--- config.mk ---
export PLATFORM = sky130hd
export DESIGN_NAME = go_board_ctrl
export DESIGN_NICKNAME = d
export VERILOG_FILES = /design/src/rtl/go_board_ctrl.sv
export SDC_FILE = /design/constraint.sdc
export NUM_CORES = 1
export LEC_CHECK = 0
export BUFFER_PORTS_ARGS = -buffer_cell sky130_fd_sc_hd__buf_4
export CAP_MARGIN = 20
export CORE_MARGIN = 2
export CORE_UTILIZATION = 62
export CTS_CLUSTER_DIAMETER = 150
export DETAILED_ROUTE_END_ITERATION = 7
export PLACE_DENSITY = 0.8
export SLEW_MARGIN = 10
export SYNTH_ARGS = -nofsm -noshare
export SYNTH_HDL_FRONTEND = slang
export SYNTH_SLANG_ARGS = --single-unit
--- constraint.sdc ---
create_clock -name vclock_in -period 5.4 [get_ports vclock_in]
set_input_delay 0.27 -clock vclock_in [delete_from_list [all_inputs] [get_ports vclock_in]]
set_output_delay 0.27 -clock vclock_in [all_outputs]
set_load 0.1 [all_outputs]
--- src/rtl/go_board_ctrl.sv ---
// 9x9 Go board owner: button edges drive the cursor, placements and passes; the renderer reads cells by (row, col).
// Define GO_CURSOR_WRAP_EN to make the cursor wrap at the board edge instead of saturating.
module go_board_ctrl #(
    parameter int BOARD_N = 9,
    parameter int MOVE_W  = 7
) (
    input  logic              vclock_in,
    input  logic              reset_in,
    input  logic              up_in,
    input  logic              down_in,
    input  logic              left_in,
    input  logic              right_in,
    input  logic              place_in,
    input  logic              pass_in,
    input  logic [3:0]        rd_row_in,
    input  logic [3:0]        rd_col_in,
    output logic [1:0]        rd_state_out,
    output logic [3:0]        cursor_row_out,
    output logic [3:0]        cursor_col_out,
    output logic              turn_out,
    output logic              place_ok_out,
    output logic              place_err_out,
    output logic [MOVE_W-1:0] move_count_out,
    output logic              clearing_out,
    output logic              game_over_out
);
    localparam int         CELLS   = BOARD_N * BOARD_N;
    localparam int         IDX_W   = $clog2(CELLS);
    localparam logic [3:0] MAX_POS = 4'(BOARD_N - 1);
    localparam logic [3:0] MID_POS = 4'(BOARD_N / 2);
    localparam int B_UP = 5, B_DN = 4, B_LF = 3, B_RT = 2, B_PL = 1, B_PS = 0;

    typedef enum logic [2:0] {S_CLEAR, S_IDLE, S_CHECK, S_WRITE, S_REJECT} state_t;

    state_t              state_q;
    logic [IDX_W-1:0]    clr_idx_q;
    logic [3:0]          cursor_row_q, cursor_col_q;
    logic [3:0]          row_d, col_d;
    logic                turn_q, lat_turn_q;
    logic [IDX_W-1:0]    lat_idx_q;
    logic [MOVE_W-1:0]   move_count_q;
    logic [1:0]          pass_cnt_q;
    logic                place_ok_q, place_err_q, clearing_q, game_over_q;
    logic [5:0]          btn_prev_q, btn_level, btn_rise;
    logic [1:0]          board_q [0:CELLS-1];
    logic [1:0]          rd_state_q;
    logic                cell_empty, rd_in_range;

    function automatic logic [IDX_W-1:0] cell_idx(input logic [3:0] r, input logic [3:0] c);
        cell_idx = IDX_W'(r) * IDX_W'(BOARD_N) + IDX_W'(c);
    endfunction

    function automatic logic [3:0] step_dec(input logic [3:0] p);
`ifdef GO_CURSOR_WRAP_EN
        step_dec = (p == 4'd0) ? MAX_POS : p - 4'd1;
`else
        step_dec = (p == 4'd0) ? 4'd0 : p - 4'd1;
`endif
    endfunction

    function automatic logic [3:0] step_inc(input logic [3:0] p);
`ifdef GO_CURSOR_WRAP_EN
        step_inc = (p == MAX_POS) ? 4'd0 : p + 4'd1;
`else
        step_inc = (p == MAX_POS) ? MAX_POS : p + 4'd1;
`endif
    endfunction

    assign btn_level   = {up_in, down_in, left_in, right_in, place_in, pass_in};
    assign btn_rise    = btn_level & ~btn_prev_q;
    assign cell_empty  = (board_q[lat_idx_q] == 2'b00);
    assign rd_in_range = (rd_row_in <= MAX_POS) && (rd_col_in <= MAX_POS);

    // Opposite directions arriving together cancel; rows and columns move independently.
    always_comb begin
        row_d = cursor_row_q;
        col_d = cursor_col_q;
        if (btn_rise[B_UP] && !btn_rise[B_DN]) row_d = step_dec(cursor_row_q);
        else if (btn_rise[B_DN] && !btn_rise[B_UP]) row_d = step_inc(cursor_row_q);
        if (btn_rise[B_LF] && !btn_rise[B_RT]) col_d = step_dec(cursor_col_q);
        else if (btn_rise[B_RT] && !btn_rise[B_LF]) col_d = step_inc(cursor_col_q);
    end

    always_ff @(posedge vclock_in) begin
        if (reset_in) begin
            state_q      <= S_CLEAR;
            clr_idx_q    <= '0;
            cursor_row_q <= MID_POS;
            cursor_col_q <= MID_POS;
            turn_q       <= 1'b0;
            move_count_q <= '0;
            pass_cnt_q   <= 2'd0;
            place_ok_q   <= 1'b0;
            place_err_q  <= 1'b0;
            clearing_q   <= 1'b1;
            game_over_q  <= 1'b0;
            btn_prev_q   <= '0;
        end else begin
            btn_prev_q  <= btn_level;
            place_ok_q  <= 1'b0;
            place_err_q <= 1'b0;
            case (state_q)
                S_CLEAR: begin
                    clr_idx_q <= clr_idx_q + 1'b1;
                    if (clr_idx_q == IDX_W'(CELLS - 1)) begin
                        state_q    <= S_IDLE;
                        clearing_q <= 1'b0;
                    end
                end
                S_IDLE: begin
                    if (!game_over_q) begin
                        if (btn_rise[B_PL]) begin
                            lat_idx_q  <= cell_idx(cursor_row_q, cursor_col_q);
                            lat_turn_q <= turn_q;
                            state_q    <= S_CHECK;
                        end else begin
                            if (btn_rise[B_PS]) begin
                                turn_q     <= ~turn_q;
                                pass_cnt_q <= pass_cnt_q + 2'd1;
                                if (pass_cnt_q == 2'd1) game_over_q <= 1'b1;
                            end
                            cursor_row_q <= row_d;
                            cursor_col_q <= col_d;
                        end
                    end
                end
                S_CHECK: begin
                    if (cell_empty) begin
                        state_q    <= S_WRITE;
                        place_ok_q <= 1'b1;
                    end else begin
                        state_q     <= S_REJECT;
                        place_err_q <= 1'b1;
                    end
                end
                S_WRITE: begin
                    turn_q     <= ~lat_turn_q;
                    pass_cnt_q <= 2'd0;
                    if (move_count_q != '1) move_count_q <= move_count_q + 1'b1;
                    state_q    <= S_IDLE;
                end
                S_REJECT: state_q <= S_IDLE;
                default:  state_q <= S_CLEAR;
            endcase
        end
    end

    // The stone is committed as WRITE is entered so a reader sees it one cycle after the ok pulse.
    always_ff @(posedge vclock_in) begin
        if (!reset_in) begin
            if (state_q == S_CLEAR) board_q[clr_idx_q] <= 2'b00;
            else if (state_q == S_CHECK && cell_empty)
                board_q[lat_idx_q] <= lat_turn_q ? 2'b10 : 2'b01;
        end
    end

    always_ff @(posedge vclock_in) begin
        if (reset_in) rd_state_q <= 2'b00;
        else          rd_state_q <= rd_in_range ? board_q[cell_idx(rd_row_in, rd_col_in)] : 2'b00;
    end

    assign rd_state_out   = rd_state_q;
    assign cursor_row_out = cursor_row_q;
    assign cursor_col_out = cursor_col_q;
    assign turn_out       = turn_q;
    assign place_ok_out   = place_ok_q;
    assign place_err_out  = place_err_q;
    assign move_count_out = move_count_q;
    assign clearing_out   = clearing_q;
    assign game_over_out  = game_over_q;
endmodule
=== After elaboration in Yosys (flattened, before gate mapping) ===
Memory sizes are Yosys's and may differ from the RTL's. A register that Yosys moved wholly into a read port is not among the register bits.
Cells that the tools add are included.

* Input bits: 16
* Memories: 1
* Register bits after elaboration: 46
* Output and inout bits: 22
* Memory bits (writable): 162

* Multiplexer cells: 39
* Add/sub/neg operators: 9
* Bitwise operators: 9
* Reductions and logical operators: 28
* Eq/ne operators: 14
* Multipliers: 2
* Order comparisons: 2

{| class="wikitable"
|+ Memory list
! name !! words !! bits a word !! read ports !! clocked after memory_dff !! wr ports !! RTL line !! text
|-
| board_q || 81 || 2 || 2 || 2 || 1 || 45 || <nowiki>logic [1:0] board_q [0:CELLS-1];</nowiki>
|}

{| class="wikitable"
|+ Operator list
! operator !! number
|-
| $mux W4 || 8
|-
| $mux W1 || 17
|-
| $reduce_and A4 Y1 || 4
|-
| $add A7 B1 Y7 const B || 2
|-
| $add A7 B4 Y7 || 2
|-
| $mul A4 B4 Y7 const B || 2
|-
| $mux W7 || 2
|-
| $mux W3 || 4
|-
| $pmux W3 S4 || 1
|-
| $mux W2 || 5
|-
| $ne A2 B2 Y1 const B || 5
|-
| $add A4 B1 Y4 const B || 2
|-
| $eq A4 B4 Y1 const B || 2
|-
| $le A4 B4 Y1 const B || 2
|-
| $logic_not A4 Y1 || 2
|-
| $reduce_or A2 Y1 || 4
|-
| $sub A4 B1 Y4 const B || 2
|-
| $eq A7 B7 Y1 const B || 1
|-
| $ne A7 B7 Y1 const B || 1
|-
| $not A1 Y1 || 7
|-
| $and A6 B6 Y6 || 1
|-
| $eq A3 B2 Y1 const B || 2
|-
| $logic_and A1 B1 Y1 || 6
|-
| $not A6 Y6 || 1
|-
| 12 further kinds || 18
|}

=== Depth between registers and ports, before layout ===
Gate-level depths: netlist of run 1.

* Word-level depth: 8
* Depth in mapped cells: 13

=== Worst setup path before layout of run 1 ===
Ideal clock, no wire load.

* Path type: register to register
* Start: register with a tool-made name
* End: memory board_q[0][0], data pin
* Buffers on the path: 3
* Library setup time: 578 ps
* Cell stages (with the launch flop): 11
* Slack: 989 ps
* Required time: 4822 ps
* Arrival time: 3833 ps
* Cell sequence: dfxtp_1 -> buf_2 -> buf_6 -> nor3_1 -> a211oi_1 -> nor4_1 -> a31oi_1 -> a22oi_2 -> nand3_4 -> buf_2 -> nor2_1

{| class="wikitable"
|+ RTL lines
! what !! RTL line
|-
| end, declared || 45
|}

==> impl_metrics.csv, run 1 <==
group,metric,value,unit
place,postPlaceCellArea,0.0116,mm^2
sta,clock.fmax,233,MHz
power_and_ir_drop,pwr-share-seq,0.509,
power_and_ir_drop,p_leak,0.00454,uW
synthesis,ys_seq_area_frac,0.542,
critical_path,cp-start-kind,"register",
detailed_routing,m1WireLength,10.5,mm
critical_path,cp.required,5590,ps
place,hpwl,18.9,mm
sta,worst_pin_slew,1060,ps
critical_path,worstPathCellList,"or2_1 -> a211oi_1 -> nor4_1 -> a31oi_1 -> a22oi_2 -> nand3_4 -> o32a_1 -> nor2_1",
worst_hold_path,hp-class,"input port to register",
sta,fin_crit,4290,ps
finish,diodes,0,
clock_tree,cts_buffers,22,
global_routing,grt_pass1_vias,7812,
synthesis,synth-edff-count,170,
synthesis,ys_types,70,
power_and_ir_drop,comb_power_share,0.100,
sta,final-max-slew-violation-count,0,
global_routing,globalRouteTotalUtil,0.286,
detailed_routing,dr_total_vias,8081,
critical_path,crit_fanout,27,
detailed_routing,ant_nets,0,
global_routing,grt_overflow_total,0,
critical_path,cpLargestDelayFamily,"simple AND/OR/NAND/NOR gates",
detailed_routing,drt-vias-per-instance,6.59,
clock_tree,clkSinkCount,217,
detailed_routing,wl_met3,2.69,mm
clock_tree,clkTransAtPathRegs,60,ps
critical_path,arrival,4480,ps
finish,layout_commonest_cell,"edfxtp_1",
sta,hold_slack,8.09,ps
detailed_routing,routed_wl,27.7,mm
critical_path,slowest_stage,"dfxtp_1",
synthesis,ys_warn_count,0,
sta,finalHoldViolCount,0,
clock_tree,cts_tree,"built",
synthesis,synth_seq_cells,217,
place,place.gp.congestion,0.955,
run_status,status,"finished, final reports clean",
power_and_ir_drop,p_int,2720,uW
synthesis,synth_area,0.0111,mm^2
detailed_routing,drt_first_pass_iters,6,
synthesis,syn_inst,947,
floorplanning,initial_utilization,0.627,
power_and_ir_drop,power_switching,841,uW
critical_path,cp_num_buf_inv,0,
place,portBuffers,37,
clock_tree,post_cts_buffers,0,
global_routing,antenna_found_initial,0,
sta,rsz0062_at_grt,"false",
finish,area_growth_syn_to_layout,10.7,%
sta,setup_viol,0,
critical_path,crit_type,"register to register",
detailed_routing,first_iter_violations,1039,
detailed_routing,drcViolationCount,0,
floorplanning,dieArea,0.0191,mm^2
floorplanning,die_h,138,um
synthesis,synth_area_per_cell,11.8,um^2
detailed_routing,met2_length,13.4,mm
power_and_ir_drop,p_per_area,289,mW/mm^2
clock_tree,root_buffer,"clkbuf_16",
clock_tree,ctsResizeCount,0,
clock_tree,clock_latency,500,ps
critical_path,cpPeakStageDelay,920,ps
sta,timing.final.crit_share,0.795,
synthesis,async_reset_ff_frac,0,
global_routing,grt_pass1_wl,42.8,mm
critical_path,end_kind,"register",
sta,setup_tns,0,ps
power_and_ir_drop,clkPwrFrac,0.391,
finish,nNetsFinal,1031,
clock_tree,ctsHoldBuffers,3,
finish,stdcell_area,0.0123,mm^2
sta,max_slew_margin,0.293,
synthesis,ys.flop_type,"edfxtp_1",
clock_tree,htree_levels,1,
power_and_ir_drop,peakVddDrop,0.000221,V
run,maxCapViolations,0,
floorplanning,rows,49,
detailed_routing,wl_per_cell,22.6,um
sta,skew,13.0,ps
floorplanning,ios,38,
detailed_routing,highest_layer,"met4",
floorplanning,die_x,138,um
power_and_ir_drop,swShare,0.236,
finish,layout-drive-gt1-share,0.145,
clock_tree,cts_buffer_depth,3,
synthesis,syn-num-nets,997,
global_routing,grt_max_degree,57,
finish,final_cell_mix,"170 x edfxtp_1, 163 x nor2_1, 61 x nor3_1, 51 x nand2_1, 48 x buf_4",
floorplanning,coreArea,0.0178,mm^2
-- power by group through the flow --
| stage | combinational, uW | sequential (uW) | clock [uW] |
|---|---|---|---|
| final | 357 | 1810 | 1390 |
| after floorplan | 247 | 1850 | 0 |
| after global routing | 380 | 1810 | 1460 |
| after global placement | 342 | 1850 | 0 |
| after detailed placement | 346 | 1850 | 0 |
| after CTS | 350 | 1810 | 1400 |
-- cells in the mapped netlist, types with 6 or more instances --
| cell | number | area share |
|---|---|---|
| edfxtp_1 | 170 | 0.46 |
| nor2_1 | 165 | 0.056 |
| nor3_1 | 61 | 0.027 |
| nand2_1 | 51 | 0.017 |
| dfxtp_1 | 47 | 0.084 |
| a21oi_1 | 45 | 0.020 |
| mux4_2 | 44 | 0.089 |
| ha_1 | 32 | 0.036 |
| mux2i_1 | 30 | 0.027 |
| inv_1 | 25 | 0.0084 |
| o21ai_0 | 23 | 0.010 |
| clkbuf_1 | 22 | 0.0074 |
| nand2b_1 | 21 | 0.012 |
| a211oi_1 | 17 | 0.011 |
| buf_2 | 12 | 0.0054 |
| nor2b_1 | 12 | 0.0067 |
| xor2_1 | 12 | 0.0094 |
| nor4_1 | 11 | 0.0062 |
| nand4_1 | 9 | 0.0051 |
| or3_1 | 9 | 0.0051 |
| xnor2_1 | 9 | 0.0071 |
| nand3_1 | 8 | 0.0036 |
| nor3b_1 | 8 | 0.0054 |
| mux2_2 | 7 | 0.0071 |
| a21o_1 | 6 | 0.0040 |
| o21bai_1 | 6 | 0.0040 |
| o22ai_1 | 6 | 0.0034 |
-- stage by stage --
step	total power, uW	std cells	worst slack, ps	utilization
2_1_floorplan	2090	947	989	-
3_3_place_gp	2190	1182	1290	0.655
3_5_place_dp	2190	1182	1180	0.655
4_1_cts	3560	1225	1160	0.693
5_1_grt	3660	1226	988	0.694
6_report	3560	1226	1110	0.694
-- final timing paths --
kind / cells past startpoint / slack, ps / to / start
worst min-delay path: 2 / 8 / btn_prev_q[0] / pass_in
worst max register to register: 8 / 1110 / board_q[27][1] / register
worst min register to register: 1 / 480 / clearing_out / clearing_out
worst max-delay path: 8 / 1110 / board_q[27][1] / register
-- area by class of cell --
| type | instances | area [um^2] |
|---|---|---|
| timing repair buffer | 53 | 430 |
| sequential | 217 | 6050 |
| tap | 229 | 287 |
| fill | 1280 | 5440 |
| multi-input combinational | 661 | 4830 |
| clock buffer | 29 | 598 |
| inverter | 26 | 97.6 |
| clock inverter | 11 | 57.6 |
-- registers in the layout (all words and copies together), names as in the netlist, 2 cells and up, named ones only --
name and flops:
btn_prev_q 6, move_count_out 7, clr_idx_q 7, cursor_col_out 4, lat_idx_q 7, cursor_row_out 4, state_q 3, pass_cnt_q 2
rd_state_out 2, board_q 162
-- routing by layer --
| metal | global-route usage | up-vias |
|---|---|---|
| met5 | 0 | - |
| li1 | - | 3650 |
| met2 | 0.473 | 453 |
| met1 | 0.377 | 3902 |
| met3 | 0.0554 | 76 |
| met4 | 0.117 | 0 |
-- logic make-up (layout without fill, tap and decap cells) --
logic type / count (synthesis) / count (layout) / share of synthesized area
AND/OR/NAND/NOR: 373 / 373 / 0.157
AO/OA/AOI/OAI: 151 / 151 / 0.0932
XOR/XNOR: 21 / 21 / 0.0165
flip-flops: 217 / 217 / 0.542
adder cells (fa/ha/maj): 34 / 34 / 0.0395
multiplexers: 82 / 82 / 0.124
buffers and inverters: 69 / 119 / 0.0269
-- worst reg2reg max path, delay by kind of cell, from the launching register on --
| family | cells | cell delay [ps] |
|---|---|---|
| AOI/OAI and AO/OA | 4 | 1470 |
| DFF | 1 | 920 |
| and+or+nand+nor | 4 | 1600 |
No activity file was read; power rests on OpenSTA's default activity.
==> run 2, diff against run 1 <==
clock period = 4.4 ns   (was 5.4 ns; I/O delays follow)
==> run 2 against run 1 <==
Combinational power increased by 24%; clock power increased by 43%; design area increased by 1.5%; global-route usage increased by 0.67 points; utilization increased by 1.0 points; critical path type unchanged; critical endpoint is now board_q[16][1]; highest routed layer unchanged.
==> impl_metrics.csv, run 2 (synthesis gave the netlist of run 1 again) <==
group,metric,value,unit
run_status,status,"finished, final reports clean",
power_and_ir_drop,p_per_area,372,mW/mm^2
worst_hold_path,hp-class,"input port to register",
detailed_routing,dr_total_vias,8143,
critical_path,cp_num_buf_inv,2,
detailed_routing,drcViolationCount,0,
floorplanning,rows,49,
finish,final_cell_mix,"170 x edfxtp_1, 163 x nor2_1, 61 x nor3_1, 52 x buf_4, 51 x nand2_1",
detailed_routing,first_iter_violations,1149,
worst_hold_path,hold_path_end,"rd_state_out[1]",
clock_tree,clkSinkCount,217,
detailed_routing,routed_wl,28.0,mm
critical_path,reg2reg_to,"board_q[16][1]",
critical_path,cpLargestDelayFamily,"compound AO/OA/AOI/OAI gates",
floorplanning,die_h,138,um
critical_path,crit_type,"register to register",
finish,largest_reg_flops,162,
clock_tree,clock_latency,520,ps
global_routing,grt_pass1_vias,7983,
floorplanning,ios,38,
detailed_routing,ant_nets,0,
floorplanning,dieArea,0.0191,mm^2
clock_tree,clkTransAtPathRegs,60,ps
clock_tree,cts_tree,"built",
sta,hold_slack,67.4,ps
critical_path,end_kind,"register",
clock_tree,root_buffer,"clkbuf_16",
global_routing,grt_overflow_total,0,
finish,layout-drive-gt1-share,0.158,
finish,nNetsFinal,1039,
global_routing,antenna_found_initial,0,
sta,finalHoldViolCount,0,
critical_path,cp-start-kind,"register",
floorplanning,coreArea,0.0178,mm^2
detailed_routing,drt_first_pass_iters,7,
floorplanning,die_x,138,um
critical_path,cp.required,4550,ps
power_and_ir_drop,p_leak,0.00463,uW
worst_hold_path,min-delay-start,"rd_col_in[3]",
critical_path,crit_fanout,26,
power_and_ir_drop,peakVddDrop,0.000279,V
place,placedCellCount,1186,
detailed_routing,wl_per_cell,22.7,um
clock_tree,post_cts_buffers,0,
finish,area_growth_syn_to_layout,12.4,%
clock_tree,cts_buffer_depth,3,
critical_path,slowest_stage,"dfxtp_1",
finish,fin_cells,1235,
sta,rsz0062_at_grt,"false",
critical_path,path_common_cell,"buf_4",
global_routing,grt_pass1_wl,44.0,mm
critical_path,cpPeakStageDelay,600,ps
run,maxCapViolations,0,
sta,setup_tns,0,ps
sta,worst_pin_slew,1020,ps
critical_path,regToRegSetupSlack,270,ps
place,portBuffers,37,
sta,skew,27.0,ps
floorplanning,initial_utilization,0.627,
place,place_ws,376,ps
sta,max_slew_margin,0.298,
critical_path,ff2ff_path_depth,10,
critical_path,arrival,4280,ps
clock_tree,htree_levels,1,
sta,final-max-slew-violation-count,0,
global_routing,globalRouteTotalUtil,0.293,
sta,fin_crit,4130,ps
place,hpwl,19.4,mm
finish,layout_commonest_cell,"edfxtp_1",
sta,setup_viol,0,
place,place.gp.congestion,0.964,
sta,timing.final.crit_share,0.939,
sta,clock.fmax,242,MHz
critical_path,worstPathCellList,"buf_4 -> o311ai_0 -> o32ai_1 -> nor3_1 -> a22oi_1 -> a32oi_4 -> nand3_4 -> buf_4 -> a21o_1 -> o31ai_1",
worst_hold_path,min_path_cells,4,
global_routing,grt_max_degree,45,
clock_tree,cts_buffers,23,
finish,diodes,0,
sta,setup_slack,266,ps
finish,regMostFlops,"board_q",
finish,fill_cells,1254,
detailed_routing,drt-vias-per-instance,6.59,
-- run 2: changes by cell type in the layout (fill, tap and decap cells not counted), sizes merged --
cell / change
dlygate4sd3: +3
clkbuf: +1
clkinvlp: +1
buf: +4
bufinv: +3
clkinv: -3
-- run 2: what timing repair did --
| item | in CTS | in global routing |
|---|---|---|
| hold buffers | 6 | 0 |
| resized for setup | 0 | 2 |
| setup endpoints to repair | 0 | 32 |
| endpoints found under the hold margin | 6 | 0 |
-- run 2: cell type report --
cell class	instances	area [um^2]	area share
flip-flops and latches	217	6050	0.483
multi-input cells	661	4820	0.385
clock buffers	30	632	0.0504
repair buffers	60	490	0.0392
well taps	229	287	0.0229
clock inverters	12	149	0.0119
inverters	26	97.6	0.00779
-- run 2: worst min-delay path, stage by stage --
cell,delay (ps)
buf_4,90
a221oi_1,90
o21ai_0,80
a21oi_1,40
-- run 2: power by group --
group | total (uW) | internal (uW) | switching, uW
Clock | 1990 | 1190 | 798
Combinational | 444 | 183 | 261
Sequential | 2220 | 2200 | 22.3
-- run 2: how the worst max path moves through the flow --
stage	start	to	slack, ps	depth (start not counted)
after floorplan	register	board_q[0][0]	-10	10
after global placement	register	board_q[24][0]	490	9
after detailed placement	register	board_q[24][1]	380	10
after CTS	register	board_q[24][0]	240	10
after global routing	register	board_q[6][0]	6	10
final	register	board_q[16][1]	270	10
-- run 2: per-stage QoR --
stage                     utilization  total power [uW]  instance area (um^2)
after floorplan                     -              2570                 11100
after global placement          0.656              2680                 11700
after detailed placement        0.656              2690                 11700
after CTS                       0.704              4660                 12500
after global routing            0.704              4760                 12500
final                           0.704              4660                 12500
-- run 2: per-layer routing --
layer,global-route usage,vias to the layer above,share of wire
met4,0.124,0,0.043
met5,0,-,0
li1,-,3661,-
met1,0.391,3892,0.37
met2,0.484,510,0.48
met3,0.0454,80,0.099
